===== src/rtl/branch_history_predictor.sv =====
// ---------------------------------------------------------------------------
// branch_history_predictor
//
// Table of ENTRIES saturating counters used to predict conditional branches.
// The table index comes from the word-aligned PC bits. In gshare mode it is
// the PC bits XORed with a global history register of recent outcomes.
// Lookups are combinational. Updates arrive from EX, carrying the index that
// was produced at lookup time.
//
// Ports:
//   clk_i          clock, rising edge
//   rst_i          asynchronous active-low reset
//   pc_i           PC of the instruction in ID (lookup)
//   predict_o      prediction for pc_i, 1 = taken
//   lookup_idx_o   table index used for pc_i (carried down the pipeline)
//   update_i       one-cycle pulse: a branch resolved in EX
//   update_idx_i   lookup_idx_o value carried with the resolved branch
//   taken_i        actual outcome of the resolved branch
//   predicted_i    prediction that was made for the resolved branch
//   mispredict_o   update_i & (taken_i != predicted_i), combinational
//   ghr_o          global history register (always 0 when GSHARE=0)
//   branch_cnt_o   resolved branches since reset (saturating)
//   mispred_cnt_o  mispredictions since reset (saturating)
// ---------------------------------------------------------------------------
module branch_history_predictor #(
   parameter int PC_W     = 32,
   parameter int ENTRIES  = 16,
   parameter int CTR_W    = 2,
   parameter int INIT_CTR = 2**CTR_W - 1,
   parameter int GSHARE   = 0,
   parameter int CNT_W    = 32,
   localparam int IDX_W   = $clog2(ENTRIES)
) (
   input  logic             clk_i,
   input  logic             rst_i,
   input  logic [PC_W-1:0]  pc_i,
   output logic             predict_o,
   output logic [IDX_W-1:0] lookup_idx_o,
   input  logic             update_i,
   input  logic [IDX_W-1:0] update_idx_i,
   input  logic             taken_i,
   input  logic             predicted_i,
   output logic             mispredict_o,
   output logic [IDX_W-1:0] ghr_o,
   output logic [CNT_W-1:0] branch_cnt_o,
   output logic [CNT_W-1:0] mispred_cnt_o
);

   localparam logic [CTR_W-1:0] CTR_MAX  = {CTR_W{1'b1}};
   localparam logic [CTR_W-1:0] CTR_INIT = CTR_W'(INIT_CTR);
   localparam logic [CNT_W-1:0] CNT_MAX  = {CNT_W{1'b1}};

   // Plain register array so the whole table can be observed hierarchically.
   logic [CTR_W-1:0] ctr_q [ENTRIES];
   logic [CTR_W-1:0] ctr_cur;
   logic [CTR_W-1:0] ctr_d;

   logic [IDX_W-1:0] ghr_q, ghr_d;
   logic [CNT_W-1:0] branch_cnt_q, branch_cnt_d;
   logic [CNT_W-1:0] mispred_cnt_q, mispred_cnt_d;

   logic [IDX_W-1:0] base_idx;
   logic             mispredict;

   // Upper PC bits and the byte offset never take part in indexing.
   logic unused_pc_bits;
   assign unused_pc_bits = ^{pc_i[PC_W-1:IDX_W+2], pc_i[1:0]};

   // ------------------------------------------------------------------
   // Lookup: uses the current (pre-update) table and GHR, with no bypass.
   // ------------------------------------------------------------------
   assign base_idx     = pc_i[IDX_W+1:2];
   assign lookup_idx_o = (GSHARE != 0) ? (base_idx ^ ghr_q) : base_idx;
   assign predict_o    = ctr_q[lookup_idx_o][CTR_W-1];

   assign mispredict   = update_i & (taken_i ^ predicted_i);
   assign mispredict_o = mispredict;
   assign ghr_o        = ghr_q;
   assign branch_cnt_o  = branch_cnt_q;
   assign mispred_cnt_o = mispred_cnt_q;

   // ------------------------------------------------------------------
   // Saturating step for the counter named by the resolved branch.
   // ------------------------------------------------------------------
   always_comb begin
      ctr_cur = ctr_q[update_idx_i];
      ctr_d   = ctr_cur;
      if (taken_i) begin
         if (ctr_cur != CTR_MAX) begin
            ctr_d = ctr_cur + CTR_W'(1);
         end
      end else begin
         if (ctr_cur != '0) begin
            ctr_d = ctr_cur - CTR_W'(1);
         end
      end
   end

   // ------------------------------------------------------------------
   // History register: a shift of resolved outcomes, only in gshare mode.
   // ------------------------------------------------------------------
   generate
      if (GSHARE == 0) begin : g_no_ghr
         assign ghr_d = '0;
      end else if (IDX_W == 1) begin : g_ghr_1b
         assign ghr_d = update_i ? taken_i : ghr_q;
      end else begin : g_ghr
         assign ghr_d = update_i ? {ghr_q[IDX_W-2:0], taken_i} : ghr_q;
      end
   endgenerate

   // ------------------------------------------------------------------
   // Statistics counters, both stick at all-ones.
   // ------------------------------------------------------------------
   always_comb begin
      branch_cnt_d  = branch_cnt_q;
      mispred_cnt_d = mispred_cnt_q;
      if (update_i) begin
         if (branch_cnt_q != CNT_MAX) begin
            branch_cnt_d = branch_cnt_q + CNT_W'(1);
         end
         if (mispredict && (mispred_cnt_q != CNT_MAX)) begin
            mispred_cnt_d = mispred_cnt_q + CNT_W'(1);
         end
      end
   end

   // ------------------------------------------------------------------
   // State registers.
   // ------------------------------------------------------------------
   always_ff @(posedge clk_i or negedge rst_i) begin
      if (!rst_i) begin
         for (int i = 0; i < ENTRIES; i++) begin
            ctr_q[i] <= CTR_INIT;
         end
      end else if (update_i) begin
         ctr_q[update_idx_i] <= ctr_d;
      end
   end

   always_ff @(posedge clk_i or negedge rst_i) begin
      if (!rst_i) begin
         ghr_q         <= '0;
         branch_cnt_q  <= '0;
         mispred_cnt_q <= '0;
      end else begin
         ghr_q         <= ghr_d;
         branch_cnt_q  <= branch_cnt_d;
         mispred_cnt_q <= mispred_cnt_d;
      end
   end

endmodule


===== config.mk =====
export PLATFORM = sky130hd
export DESIGN_NAME = branch_history_predictor
export DESIGN_NICKNAME = d
export VERILOG_FILES = /design/src/rtl/branch_history_predictor.sv
export SDC_FILE = /design/constraint.sdc
export NUM_CORES = 1
export LEC_CHECK = 0
export ABC_CLOCK_PERIOD_IN_PS = 2600
export CORE_MARGIN = 8
export CORE_UTILIZATION = 50
export CTS_BUF_LIST = sky130_fd_sc_hd__clkbuf_16
export DETAILED_ROUTE_END_ITERATION = 16
export GPL_ROUTABILITY_DRIVEN = 0
export PLACE_DENSITY = 0.8
export SETUP_SLACK_MARGIN = 0.02
export SYNTH_ARGS = -nofsm -noshare
export SYNTH_HDL_FRONTEND = slang
export SYNTH_SLANG_ARGS = --single-unit

===== constraint.sdc =====
create_clock -name clk_i -period 2.6 [get_ports clk_i]
set_clock_uncertainty 0.1 [all_clocks]
set_input_delay 0.52 -clock clk_i [delete_from_list [all_inputs] [get_ports clk_i]]
set_output_delay 0.52 -clock clk_i [all_outputs]
set_load 0.03 [all_outputs]

==> results of run 1 <==
registers in the layout (all words and copies together), names as in the netlist:
| signal | count |
|---|---|
| mispred_cnt_o | 32 |
| branch_cnt_o | 32 |
| ctr_q | 32 |
layout make-up:
cell class                 count  area, um^2
inverter                       7       26.28
multi-input combinational    299        2355
timing repair buffer         111        1106
clock buffer                   9       225.2
clock inverter                 7       97.59
tap                          133       166.4
fill                         725        3266
sequential                    96        2442
metal layers:
layer  GRT usage (%)  vias to the layer above  wire length [um]
met4           5.604                        0               138
met5               0                        -                 0
met2           29.30                       86              5639
li1                -                     1737                 -
met3           4.950                       15               664
met1           22.01                     1840              4897
cells in the final DEF, fill, tap and decap left out, drive strengths merged, types with 3 or more instances in the layout:
cell type       n
dfrtp          64
clkinv          4
xor2           10
nand3          27
and4           13
a21oi           4
conb            4
nor3            7
inv             7
nand3b          4
or3             3
clkbuf         10
mux4           13
xnor2          49
nor4            4
and2            5
dfstp          32
nand4          26
o21ai           4
clkdlybuf4s50  76
mux2i           5
buf            31
nor2           20
mux2           37
and3           20
nand2          29
synthesized netlist by cell type (2+ instances only):
cell,number,share of area (%)
nand2_1,29,2.2
dfstp_2,32,17
nand3_1,27,2.7
buf_6,3,0.68
nor4_1,4,0.50
or3_1,3,0.38
buf_4,9,1.4
o21ai_1,3,0.30
and4_1,13,2.3
nand4b_1,2,0.35
mux4_2,13,5.9
nor2_1,20,1.5
nor3_1,7,0.71
nand2b_1,2,0.25
ha_1,2,0.50
clkbuf_1,8,0.61
nand4_1,26,3.3
nand3b_1,4,0.61
a32o_2,2,0.45
inv_1,6,0.45
mux2i_1,3,0.61
mux2_1,4,0.91
dfrtp_1,64,32
and2_1,5,0.63
mux2_2,32,7.3
xnor2_1,49,8.7
a21oi_1,4,0.40
and3_1,20,2.5
xor2_1,10,1.8
power by group:
group | switching, mW | internal (mW)
combinational | 0.594 | 0.603
clock | 0.552 | 0.844
sequential | 0.228 | 1.85
critical path, delay by kind of cell:
kind	cells	cell delay (ns)
muxes	2	0.96
buffers and inverters	3	0.36
logic make-up after synthesis:
family                     share of synthesized area, %
and+or+nand+nor                                   18.43
xor gates and xnor gates                          10.43
muxes                                             15.73
AOI/OAI and AO/OA                                 1.894
DFF                                               49.29
buffers and inverters                             3.636
adders and majority gates                        0.5050
other                                           0.07568
per-stage QoR:
stage / instance area (um^2) / utilization, % / hold WS [ns] / total power, mW
6_report: 6419 / 66.28 / 0.05509 / 4.669
5_1_grt: 6419 / 66.28 / 0.09175 / 4.902
4_1_cts: 6421 / 66.30 / 0.07220 / 4.705
3_5_place_dp: 6005 / 62.00 / 0.3846 / 3.253
3_3_place_gp: 6005 / 62.00 / 0.3791 / 3.200
2_1_floorplan: 4966 / - / 0.1244 / 2.813
worst paths after layout:
kind                                     endpoint  slack, ns             start  depth (start not counted)
max in group asynchronous        mispred_cnt_o[5]       1.68             rst_i                          2
worst min register to register   branch_cnt_o[13]       0.40  branch_cnt_o[13]                          1
worst max register to register  mispred_cnt_o[26]       0.36  mispred_cnt_o[0]                          6
min in group clk_i               branch_cnt_o[13]       0.40  branch_cnt_o[13]                          1
worst max-delay path                    predict_o       0.13           pc_i[2]                          5
worst min-delay path             branch_cnt_o[26]       0.06             rst_i                          1
repair_timing:
item / 4_1_cts / 5_1_grt
pin swaps: 0 / 0
gates cloned: 1 / 0
resized for setup: 13 / 2
setup buffers: 5 / 0
endpoints found under the setup margin: 33 / 2
==> implementation parameters, run 1 <==
Parameter                              Value

Run status
  Status ... finished, final reports clean

Logic synthesis
  Mapped Avg Cell Area ... 11.71 um^2
  Number of instances in the synthesized netlist ... 423
  Synth cell types ... 46
  Part of the Yosys area used for sequential elements ... 49.29%
  Number of synthesized flops with an enable pin ... 0
  Post-synthesis sequential element count ... 96
  Main flop type after synthesis ... dfrtp_1
  Proportion of register bits with asynchronous set or reset after synthesis ... 100.0%
  Number of warnings issued by yosys ... 0
  Cell area after synthesis ... 4955 um^2

Timing
  Achievable clock frequency ... 405.3 MHz
  Aggregate negative setup slack ... 0 ns
  Number of hold violations in the final report ... 0
  Final worst-path setup slack ... 0.1326 ns
  Shortest period the worst path allows ... 2.467 ns
  Slew of the pin with the lowest slew margin ... 0.6856 ns
  Final period util ... 94.90%
  Final max-slew violation count ... 0
  Unrepaired setup endpoints after global routing ... false
  Max_slew headroom ... 54.25%
  Final setup violation count ... 0

Route
  Initial DRC count ... 175
  Total iterations of the first detailed-routing run ... 4
  Vias per std cell ... 5.556
  Total length of routed wires ... 11,340 um
  Drc violations ... 0
  Routed WL per cell ... 17.13 um
  Total via count in the routed design ... 3,678
  Remaining antenna violation count after routing ... 0

Worst setup path
  Critical-path maximum fanout ... 5
  Worst-path cell chain ... clkbuf_2 -> buf_6 -> mux4_2 -> mux4_2 -> buf_6
  Largest stage delay on the critical path ... 0.48 ns
  Critical Path End Type ... primary output
  Data arrival time of the critical path ... 1.85 ns
  Critical setup path kind ... primary input to primary output
  Master of the slowest instance on the critical path ... mux4_2
  Required time worst endpoint ... 1.98 ns
  CP startpoint kind ... primary input

Global route
  Global Route Usage Sum ... 17.74%
  Remaining global-route overflow ... 0
  First-pass GRT wire length ... 18,900 um
  Via count of the first global-routing pass ... 3,831
  Maximum number of pins on one net before global-route repair ... 56
  Antenna violations before repair ... 0

Final layout
  Antenna fix cells ... 0
  Ratio of cells with drive above 1 in the final layout ... 24.76%
  Area overhead of the layout relative to synthesis ... 29.55%
  Net total in the final layout ... 567
  Final instance count without filler cells ... 662

Power and ir drop
  Static Leak ... 2.652 nW
  IR drop worst, VDD ... 0.5573 mV
  Pwr Density ... 727.4 nW/um^2

Placed design
  Count of input and output buffers ... 82
  Post-Place Worst Slack ... -0.7370 ns
  HPWL Detailed ... 8169 um
  Cells after DPL ... 640

Clocking
  Clock latency at the later pin of the worst-skew pair ... 0.33 ns
  Maximum clock insertion buffer count ... 2
  Level count of the clock H-tree ... 3
  Clock tree sinks ... 96
  Clock slew at the register clock pins of the worst setup and hold paths ... 0.07 ns
  Number of buffers created by CTS ... 9
  Root buffer selected by CTS ... clkbuf_16
  Hold-fix buffer count after cts ... 0
  TritonCTS clock tree ... yes

Floorplan
  Std-Cell Rows ... 36
  Boundary Pins ... 115
  Die W ... 115.5 um
  Die area ... 13,350 um^2
  Starting density of the core ... 51.16%
  Die boundary height ... 115.5 um
  Placeable core region ... 9684 um^2

Min path
  Worst hold-check path type ... primary input to async pin

Flow run
  Max Cap Viol ... 0
Note: power is estimated with default switching activity, not from simulation.
==> run 2: changes to the inputs <==
--- a/config.mk
+++ b/config.mk
@@ -6,6 +6,7 @@
 export NUM_CORES = 1
 export LEC_CHECK = 0
 export ABC_CLOCK_PERIOD_IN_PS = 2600
+export CORE_ASPECT_RATIO = 0.5
 export CORE_MARGIN = 8
 export CORE_UTILIZATION = 50
 export CTS_BUF_LIST = sky130_fd_sc_hd__clkbuf_16
==> run 2 against run 1 <==
Fmax decreased by 0.33%; global-route usage decreased by 0.41 points; final cell count unchanged; critical endpoint unchanged; largest cell class unchanged; largest power group unchanged.
==> implementation parameters, run 2 (same netlist as run 1, synthesis figures left out) <==
Parameter                              Value

Run status
  Status ... finished, final reports clean

Clocking
  TritonCTS clock tree ... yes
  Hold-fix buffer count after cts ... 0 (unchanged)
  Level count of the clock H-tree ... 3 (unchanged)
  Clock slew at the register clock pins of the worst setup and hold paths ... 0.06 ns (about the same)
  Root buffer selected by CTS ... clkbuf_16
  Clock tree sinks ... 96 (unchanged)
  Clock latency at the later pin of the worst-skew pair ... 0.34 ns (about the same)
  Maximum clock insertion buffer count ... 2 (unchanged)
  Number of buffers created by CTS ... 9 (unchanged)

Global route
  Remaining global-route overflow ... 0 (unchanged)
  First-pass GRT wire length ... 18,950 um (+0.25%)
  Global Route Usage Sum ... 17.32% (-0.41 points)
  Via count of the first global-routing pass ... 3,807 (-0.63%)
  Maximum number of pins on one net before global-route repair ... 43 (-23%)
  Antenna violations before repair ... 0 (unchanged)

Route
  Initial DRC count ... 159 (-9.1%)
  Total iterations of the first detailed-routing run ... 4 (unchanged)
  Total length of routed wires ... 11,310 um (-0.26%)
  Vias per std cell ... 5.498 (-1.0%)
  Remaining antenna violation count after routing ... 0 (unchanged)
  Drc violations ... 0 (unchanged)
  Routed WL per cell ... 17.08 um (-0.26%)
  Total via count in the routed design ... 3,640 (-1.0%)

Worst setup path
  Data arrival time of the critical path ... 1.86 ns (about the same)
  Register-to-Register Setup Slack ... 0.44 ns (+0.08 ns)
  Critical Path End Type ... primary output
  CP startpoint kind ... primary input
  Required time worst endpoint ... 1.98 ns (about the same)
  Crit Reg-Reg Startpoint ... branch_cnt_o[0]
  Critical setup path kind ... primary input to primary output
  Depth of the worst register-to-register path ... 6 (unchanged)
  Critical-path maximum fanout ... 5 (unchanged)
  Reg2Reg Capture Point ... branch_cnt_o[30]

Power and ir drop
  IR drop worst, VDD ... 0.5457 mV (-2.1%)
  Static Leak ... 2.633 nW (-0.72%)
  Pwr Density ... 715.1 nW/um^2 (-1.7%)

Flow run
  Max Cap Viol ... 0 (unchanged)

Floorplan
  Starting density of the core ... 51.93% (+0.77 points)
  Die W ... 156.8 um (+36%)
  Boundary Pins ... 115 (unchanged)
  Placeable core region ... 9540 um^2 (-1.5%)
  Std-Cell Rows ... 25 (-31%)
  Die boundary height ... 86.39 um (-25%)
  Die area ... 13,540 um^2 (+1.5%)

Placed design
  Count of input and output buffers ... 82 (unchanged)
  HPWL Detailed ... 8130 um (-0.47%)
  Cells after DPL ... 641 (+0.16%)
  DP Area ... 6025 um^2 (+0.33%)

Timing
  Final period util ... 95.21% (+0.31 points)
  Final max-slew violation count ... 0 (unchanged)
  Achievable clock frequency ... 404.0 MHz (-0.33%)
  Worst hold slack ... 0.3202 ns (+0.2651 ns)
  Max_slew headroom ... 54.09% (-0.16 points)
  Shortest period the worst path allows ... 2.475 ns (+0.008125 ns)
  Final setup violation count ... 0 (unchanged)
  Number of hold violations in the final report ... 0 (unchanged)
  Slew of the pin with the lowest slew margin ... 0.6880 ns (+0.002371 ns)
  Unrepaired setup endpoints after global routing ... false

Final layout
  Net total in the final layout ... 565 (-0.35%)
  Post-route design area ... 6367 um^2 (-0.80%)
  Leading cell type in the layout, fill and taps excluded ... clkdlybuf4s50_1
  Antenna fix cells ... 0 (unchanged)
  Layout filler cell count ... 746 (+2.9%)
  Util after Layout ... 66.74% (+0.46 points)
  Area overhead of the layout relative to synthesis ... 28.51%
  Most frequent cells in the layout ... clkdlybuf4s50_1, dfrtp_1, xnor2_1
  Ratio of cells with drive above 1 in the final layout ... 23.91% (-0.85 points)
  Final instance count without filler cells ... 662 (unchanged)

Min path
  Worst hold-check path type ... primary input to async pin
## run 2: worst max-delay path by stage
| stage | slack, ns | startpoint | end |
|---|---|---|---|
| 3_3_place_gp | -0.78 | pc_i[2] | predict_o |
| 3_5_place_dp | -0.81 | pc_i[2] | predict_o |
| 2_1_floorplan | 0.28 | branch_cnt_o[0] | branch_cnt_o[30] |
| 6_report | 0.12 | pc_i[2] | predict_o |
| 5_1_grt | 0.08 | taken_i | mispredict_o |
| 4_1_cts | 0.01 | pc_i[2] | predict_o |
## run 2: area by class of cell
cell class | instances | area (um^2) | area share [%]
clock buffers | 9 | 225.2 | 3.537
clock inverters | 7 | 55.05 | 0.8646
inverters | 7 | 30.03 | 0.4716
multi-input cells | 300 | 2364 | 37.12
flip-flops and latches | 96 | 2442 | 38.36
well taps | 135 | 168.9 | 2.653
repair buffers | 108 | 1082 | 17.00
## run 2: stage by stage
step	setup TNS, ns	total power [mW]	worst slack [ns]
6_report	0	4.553	0.1245
3_3_place_gp	-10.70	3.253	-0.7832
2_1_floorplan	0	2.813	0.2831
5_1_grt	0	4.774	0.07899
4_1_cts	0	4.575	0.01289
3_5_place_dp	-11.97	3.295	-0.8073
## run 2: worst max-delay path, stage by stage
cell	delay [ns]
buf_2	0.17
mux4_2	0.51
mux4_2	0.46
buf_2	0.19
## run 2: where the power goes
group	switching (mW)	internal (mW)	total [mW]
logic	0.615	0.602	1.22
clock network	0.533	0.728	1.26
registers	0.226	1.85	2.08
## run 2: what timing repair did
item | in CTS | in global routing
cloned | 0 | 2
setup buffers | 0 | 3
gates resized for setup | 10 | 5
endpoints found under the hold margin | 0 | 0
endpoints found under the setup margin | 18 | 34
pin swaps | 0 | 1
## run 2: routing by layer
metal,GRT usage [%],vias up,share of wire [%]
li1,-,1718,-
met1,21.30,1823,44
met2,29.43,91,49
met3,5.310,8,6.2
met4,4.242,0,0.95
met5,0,-,0
==> edit 1 (config.mk and constraints of run 2) <==
The parameter `GSHARE` goes from 0 to 1. Comments in the files are not updated.
--- a/src/rtl/branch_history_predictor.sv
+++ b/src/rtl/branch_history_predictor.sv
@@ -29,3 +29,3 @@
    parameter int INIT_CTR = 2**CTR_W - 1,
-   parameter int GSHARE   = 0,
+   parameter int GSHARE   = 1,
    parameter int CNT_W    = 32,
Formal check against the unedited RTL: not equivalent (a bounded check fails within 4 cycles, from zero or initial values and one cycle with rst_i low).
==> edit 1 against run 2 <==
- the run now ends with negative setup slack left
- synthesized area is 0.71% higher
- first-iteration DRC count increased by 60%
- design area is 2.5% higher
- fmax is 13% lower
- wire length rose by 11%
- sequential cell count up 4
- sequential power increased by 6%
- power grew 6.8%
- worst setup slack lost 0.37 ns
- critical endpoint unchanged
- largest cell class unchanged
==> edit 1: results (changes against run 2) <==
The via count of the first global-routing pass is 3874 (+1.8%), and the count of yosys warnings during synthesis is 0 (unchanged). The tools report the final-stage net count as 574 (+1.6%). The largest voltage drop on the vdd net was 0.445 mV (-19%); the maximum single-stage delay on the critical path was 0.54 ns (+0.03 ns). The run gives -0.247 ns (-0.372 ns) as the post-layout worst setup margin. The number of fill cells in the layout is 726 (-2.7%), and the first-pass detailed-route iteration total is 5 (+1). The starting DRC count in detailed routing was 254 (+60%); the cell count after synthesis was 413 (-2.4%). The run gives 9100 µm (+12%) as the estimated wirelength of the detail-placed design.

Cell count after placement: 652 (+1.7%). The final worst hold slack was 0.0347 ns (-0.285 ns). The clock insertion delay at the later pin of the skew report was 0.34 ns (about the same). Yosys attributes the largest share of cell area to dfrtp_1 34%, dfstp_2 17%, xnor2_1 9.1%, mux2_2 8.6%, mux4_2 5.0%.

The tools report the final setup violation count as 1 (+1). Among all stages on the critical path, the largest delay is contributed by mux4_2. The worst slack at placement is -1.07 ns (-0.258 ns), and the final instance count without filler cells is 671 (+1.4%). The fraction of final layout cells with drive strength greater than 1 is 27.1% (+3.1 points).

The via-per-instance ratio was 5.71 (+3.8%). The placement-stage cell area came out at 6210 µm² (+3.1%). The run finished, with violations left. The number of distinct standard cells referenced by the synthesized netlist was 36 (-22%); the transition time at the pin with the least slew margin was 0.659 ns (-0.0288 ns). The logs give 51.0% (+1.7 points) for the part of the Yosys area used for sequential elements and -0.247 ns (-0.247 ns) for the total negative setup slack.

In this run the clock root is driven by a clkbuf_16. Ranked by instance count, the synthesized netlist is headed by 68 x dfrtp_1, 52 x xnor2_1, 38 x mux2_2, 36 x nand3_1, 33 x nand4_1. The kind of cell adding the most delay to the critical path is multiplexers. The number of buffer cells added on primary ports works out to 86 (+4.9%). The leakage power summed over all cells is 2.64 nW (+0.32%), and the combined flip-flop and latch cell area is 2540 µm² (+4.1%).

The wire length of the first global-routing pass was 20500 µm (+8.2%); the average routed wire per standard cell was 18.7 µm (+9.4%). The final antenna diode count came out at 0 (unchanged). The tools report the register-to-register path setup slack as 0.25 ns (-0.19 ns). The arrival time reported for the critical path endpoint was 2.23 ns (+0.37 ns); the global-route usage over all layers was 19.0% (+1.7 points).

The checks that failed: negative setup slack. The tools report the maximum number of pins on one net before global-route repair as 38 (-12%).
-- edit 1: per-layer routing --
| layer | up-vias | GRT usage, % | routed length, µm |
|---|---|---|---|
| li1 | 1763 | - | - |
| met2 | 120 | 30.8 | 5950 |
| met5 | - | 0 | 0 |
| met1 | 1935 | 24.8 | 5620 |
| met4 | 0 | 4.89 | 139 |
| met3 | 12 | 5.06 | 827 |
-- edit 1: area by class of cell --
| type | instances | area share [%] |
|---|---|---|
| timing repair buffer | 118 | 17.0 |
| clock inverter | 7 | 1.04 |
| tap | 135 | 2.59 |
| clock buffer | 9 | 3.45 |
| sequential | 100 | 39.0 |
| inverter | 4 | 0.230 |
| multi-input combinational | 298 | 36.8 |
-- edit 1: path summary, 6_finish.rpt --
path,start,depth (start not counted),endpoint
setup / recovery,ghr_o[0],4,predict_o
hold / removal,rst_i,1,branch_cnt_o[10]
setup reg to reg,mispred_cnt_o[16],6,mispred_cnt_o[1]
hold reg to reg,mispred_cnt_o[11],1,mispred_cnt_o[11]
max in group asynchronous,rst_i,2,ctr_q[13]
min in group clk_i,mispred_cnt_o[11],1,mispred_cnt_o[11]
-- edit 1: report_power, final --
part,switching [mW],total [mW],leakage (nW),internal (mW)
combinational,0.686,1.34,1.26,0.653
clock,0.574,1.31,0.139,0.740
sequential,0.267,2.21,1.24,1.94
-- edit 1: cells by family after synthesis --
kind of cell,count (synthesis),synth area share [%]
flops,100,51.0
xor+xnor,67,11.8
compound gates,6,1.13
simple gates,169,18.9
mux,51,14.6
buf+inv,16,1.71
fa+ha+maj,4,0.953
-- edit 1: timing repair --
action,CTS,global route
cloned,1,0
setup buffers,2,0
endpoints found under the setup margin,33,9
gates resized for setup,11,3
pin swaps,4,2
hold buffers,0,0
==> edit 2 (config.mk and constraints of run 2) <==
Made on the original files. Make the reset (`rst_i`) synchronous in 2 clocked blocks. Comments in the files are not updated.
--- a/src/rtl/branch_history_predictor.sv
+++ b/src/rtl/branch_history_predictor.sv
@@ -130,3 +130,3 @@
    // ------------------------------------------------------------------
-   always_ff @(posedge clk_i or negedge rst_i) begin
+   always_ff @(posedge clk_i) begin
       if (!rst_i) begin
@@ -140,3 +140,3 @@
 
-   always_ff @(posedge clk_i or negedge rst_i) begin
+   always_ff @(posedge clk_i) begin
       if (!rst_i) begin
Function: differs if rst_i is asserted again (counterexample within 4 cycles, from zero or initial values and one cycle with rst_i low); with rst_i held inactive, the same outputs for 4 cycles.
==> edit 2 against run 2 <==
- non-clock buffer count rose by 26
- design area up 4.3%
- sequential cell count unchanged
- worst hold slack better by 0.073 ns
- global-route usage rose by 1.8 points
- wire length is 16% higher
- synthesized area up 1.7%
- via count rose by 28%
- worst setup slack lost 0.021 ns
- first-iteration DRC count grew to 2.6 times the old value
- highest routed layer unchanged
Power is not compared: it rests on default switching activity, and its combinational part moved more than twofold at a synthesized area within 25%.
==> edit 2: results (changes against run 2) <==
Final non-filler cell area: 6640 µm² (+4.3%). The flow ran to the end, and the final reports show no timing, DRC or antenna violations. The number of buffers outside the clock class in the layout was 134 (+24%); the clock-cell share of area was 4.82% (+0.42 points). The min-delay analysis places its worst path in the category reg2reg.

The part of the Yosys area used for sequential elements is 44.5% (-4.8 points), and the number of fill cells in the layout is 807 (+8.2%). For this design, the slowest cell found on the critical path is mux4_2. Final-stage net count: 709 (+25%).

The number of distinct standard cells referenced by the synthesized netlist was 49 (+6.5%); the clock sink count was 96 (unchanged). Summed over all cells, the static leakage comes to 2.04 nW. After synthesis, the cell types taking the most area are dfxtp_1 25%, edfxtp_1 19%, nand2_1 6.2%, mux4_2 5.8%, a21oi_1 3.4%. Wire length of the first global-routing pass: 21300 µm (+13%). The first-pass detailed-route iteration total is 5 (+1). The number of vias after detailed routing is 4671 (+28%), and the largest voltage drop on the vdd net is 0.319 mV.

For the worst relative slew slack, the log shows 41.8% (-12 points). Number of enable flip-flop cells after synthesis: 32 (+32). The final instance count without filler cells was 811 (+23%); the starting DRC count in detailed routing was 410 (+160%).

The overall power of the completed layout came out at 3.25 mW. The post-synthesis compound-gate area fraction is 13.2% (+11 points), and the total of cells resized after clock tree synthesis is 12 (+2). The combined flip-flop and latch cell area was 2240 µm² (-8.2%); the total routed wirelength was 13100 µm (+16%). The logs give -0.765 ns (+0.0424 ns) for the worst slack at placement and 9440 µm (+16%) for the estimated wirelength of the detail-placed design. The maximum fanout along the worst path was 2 (-3); the global-route usage over all layers was 19.1% (+1.8 points). The fraction of registers with async set or reset after synthesis is 0% (-100 points), and the maximum single-stage delay on the critical path is 0.49 ns (-0.02 ns). The placement-stage cell area was 6280 µm² (+4.2%).

Clock network power: 1.42 mW. The tools report the count of yosys warnings during synthesis as 0 (unchanged). The tap cell count was 140 (+3.7%); the via count of the first global-routing pass was 4416 (+16%). The average size of a mapped cell came out at 9.09 µm² (-22%). The cell count after placement was 793 (+24%); the initial antenna violation count was 0 (unchanged). The maximum number of pins on one net before global-route repair was 42 (-2.3%); the portion of netlist area occupied by mux cells was 8.00% (-7.7 points). The number of clock buffers in the layout is 9 (unchanged).

Main flop type after synthesis: dfxtp_1. The multi-input gate share of total cell area is 39.2% (+2.1 points), and the adder-cell area share of the yosys netlist is 0.894% (+0.39 points). For the number of combinational gates with multiple inputs, the log shows 414 (+38%).

The non-clock buffer share of cell area was 19.0% (+2.0 points); the xor-xnor portion of the synthesized cell area was 1.22% (-9.2 points). The run gives 0.271 mW as the combinational power. The fraction of final layout cells with drive strength greater than 1 is 13.7% (-10 points), and the arrival time reported for the critical path endpoint is 1.88 ns (+0.02 ns). The final antenna diode count is 0 (unchanged), and the number of signal-net inverters in the final layout is 11 (+4). Counting instances in the post-synthesis netlist gives the leading cell types as 83 x nand2_1, 64 x dfxtp_1, 34 x a21oi_1, 32 x edfxtp_1, 30 x nor2_1.
## edit 2: cell count changes after synthesis, sizes merged, moves of 32 or more
cell / run 2 / this run
xnor2: 49 / 4
dfstp: 32 / 0
dfrtp: 64 / 0
mux2: 37 / 0
dfxtp: 0 / 64
nand2: 29 / 83
edfxtp: 0 / 32
## edit 2: worst paths after layout
check	startpoint	end	slack, ns	depth (start not counted)
max	ctr_q[15][1]	predict_o	0.10	3
min	mispred_cnt_o[7]	mispred_cnt_o[7]	0.39	2
max reg2reg	mispred_cnt_o[18]	mispred_cnt_o[29]	0.16	6
min reg2reg	mispred_cnt_o[7]	mispred_cnt_o[7]	0.39	2
## edit 2: routing by layer
layer  GRT usage (%)  vias to the layer above  part of all wire, %
met5               0                        -                    0
met4            5.27                        0                  1.2
met3            3.91                       13                  5.2
met2            34.0                      134                   50
met1            23.1                     2229                   43
li1                -                     2295                    -
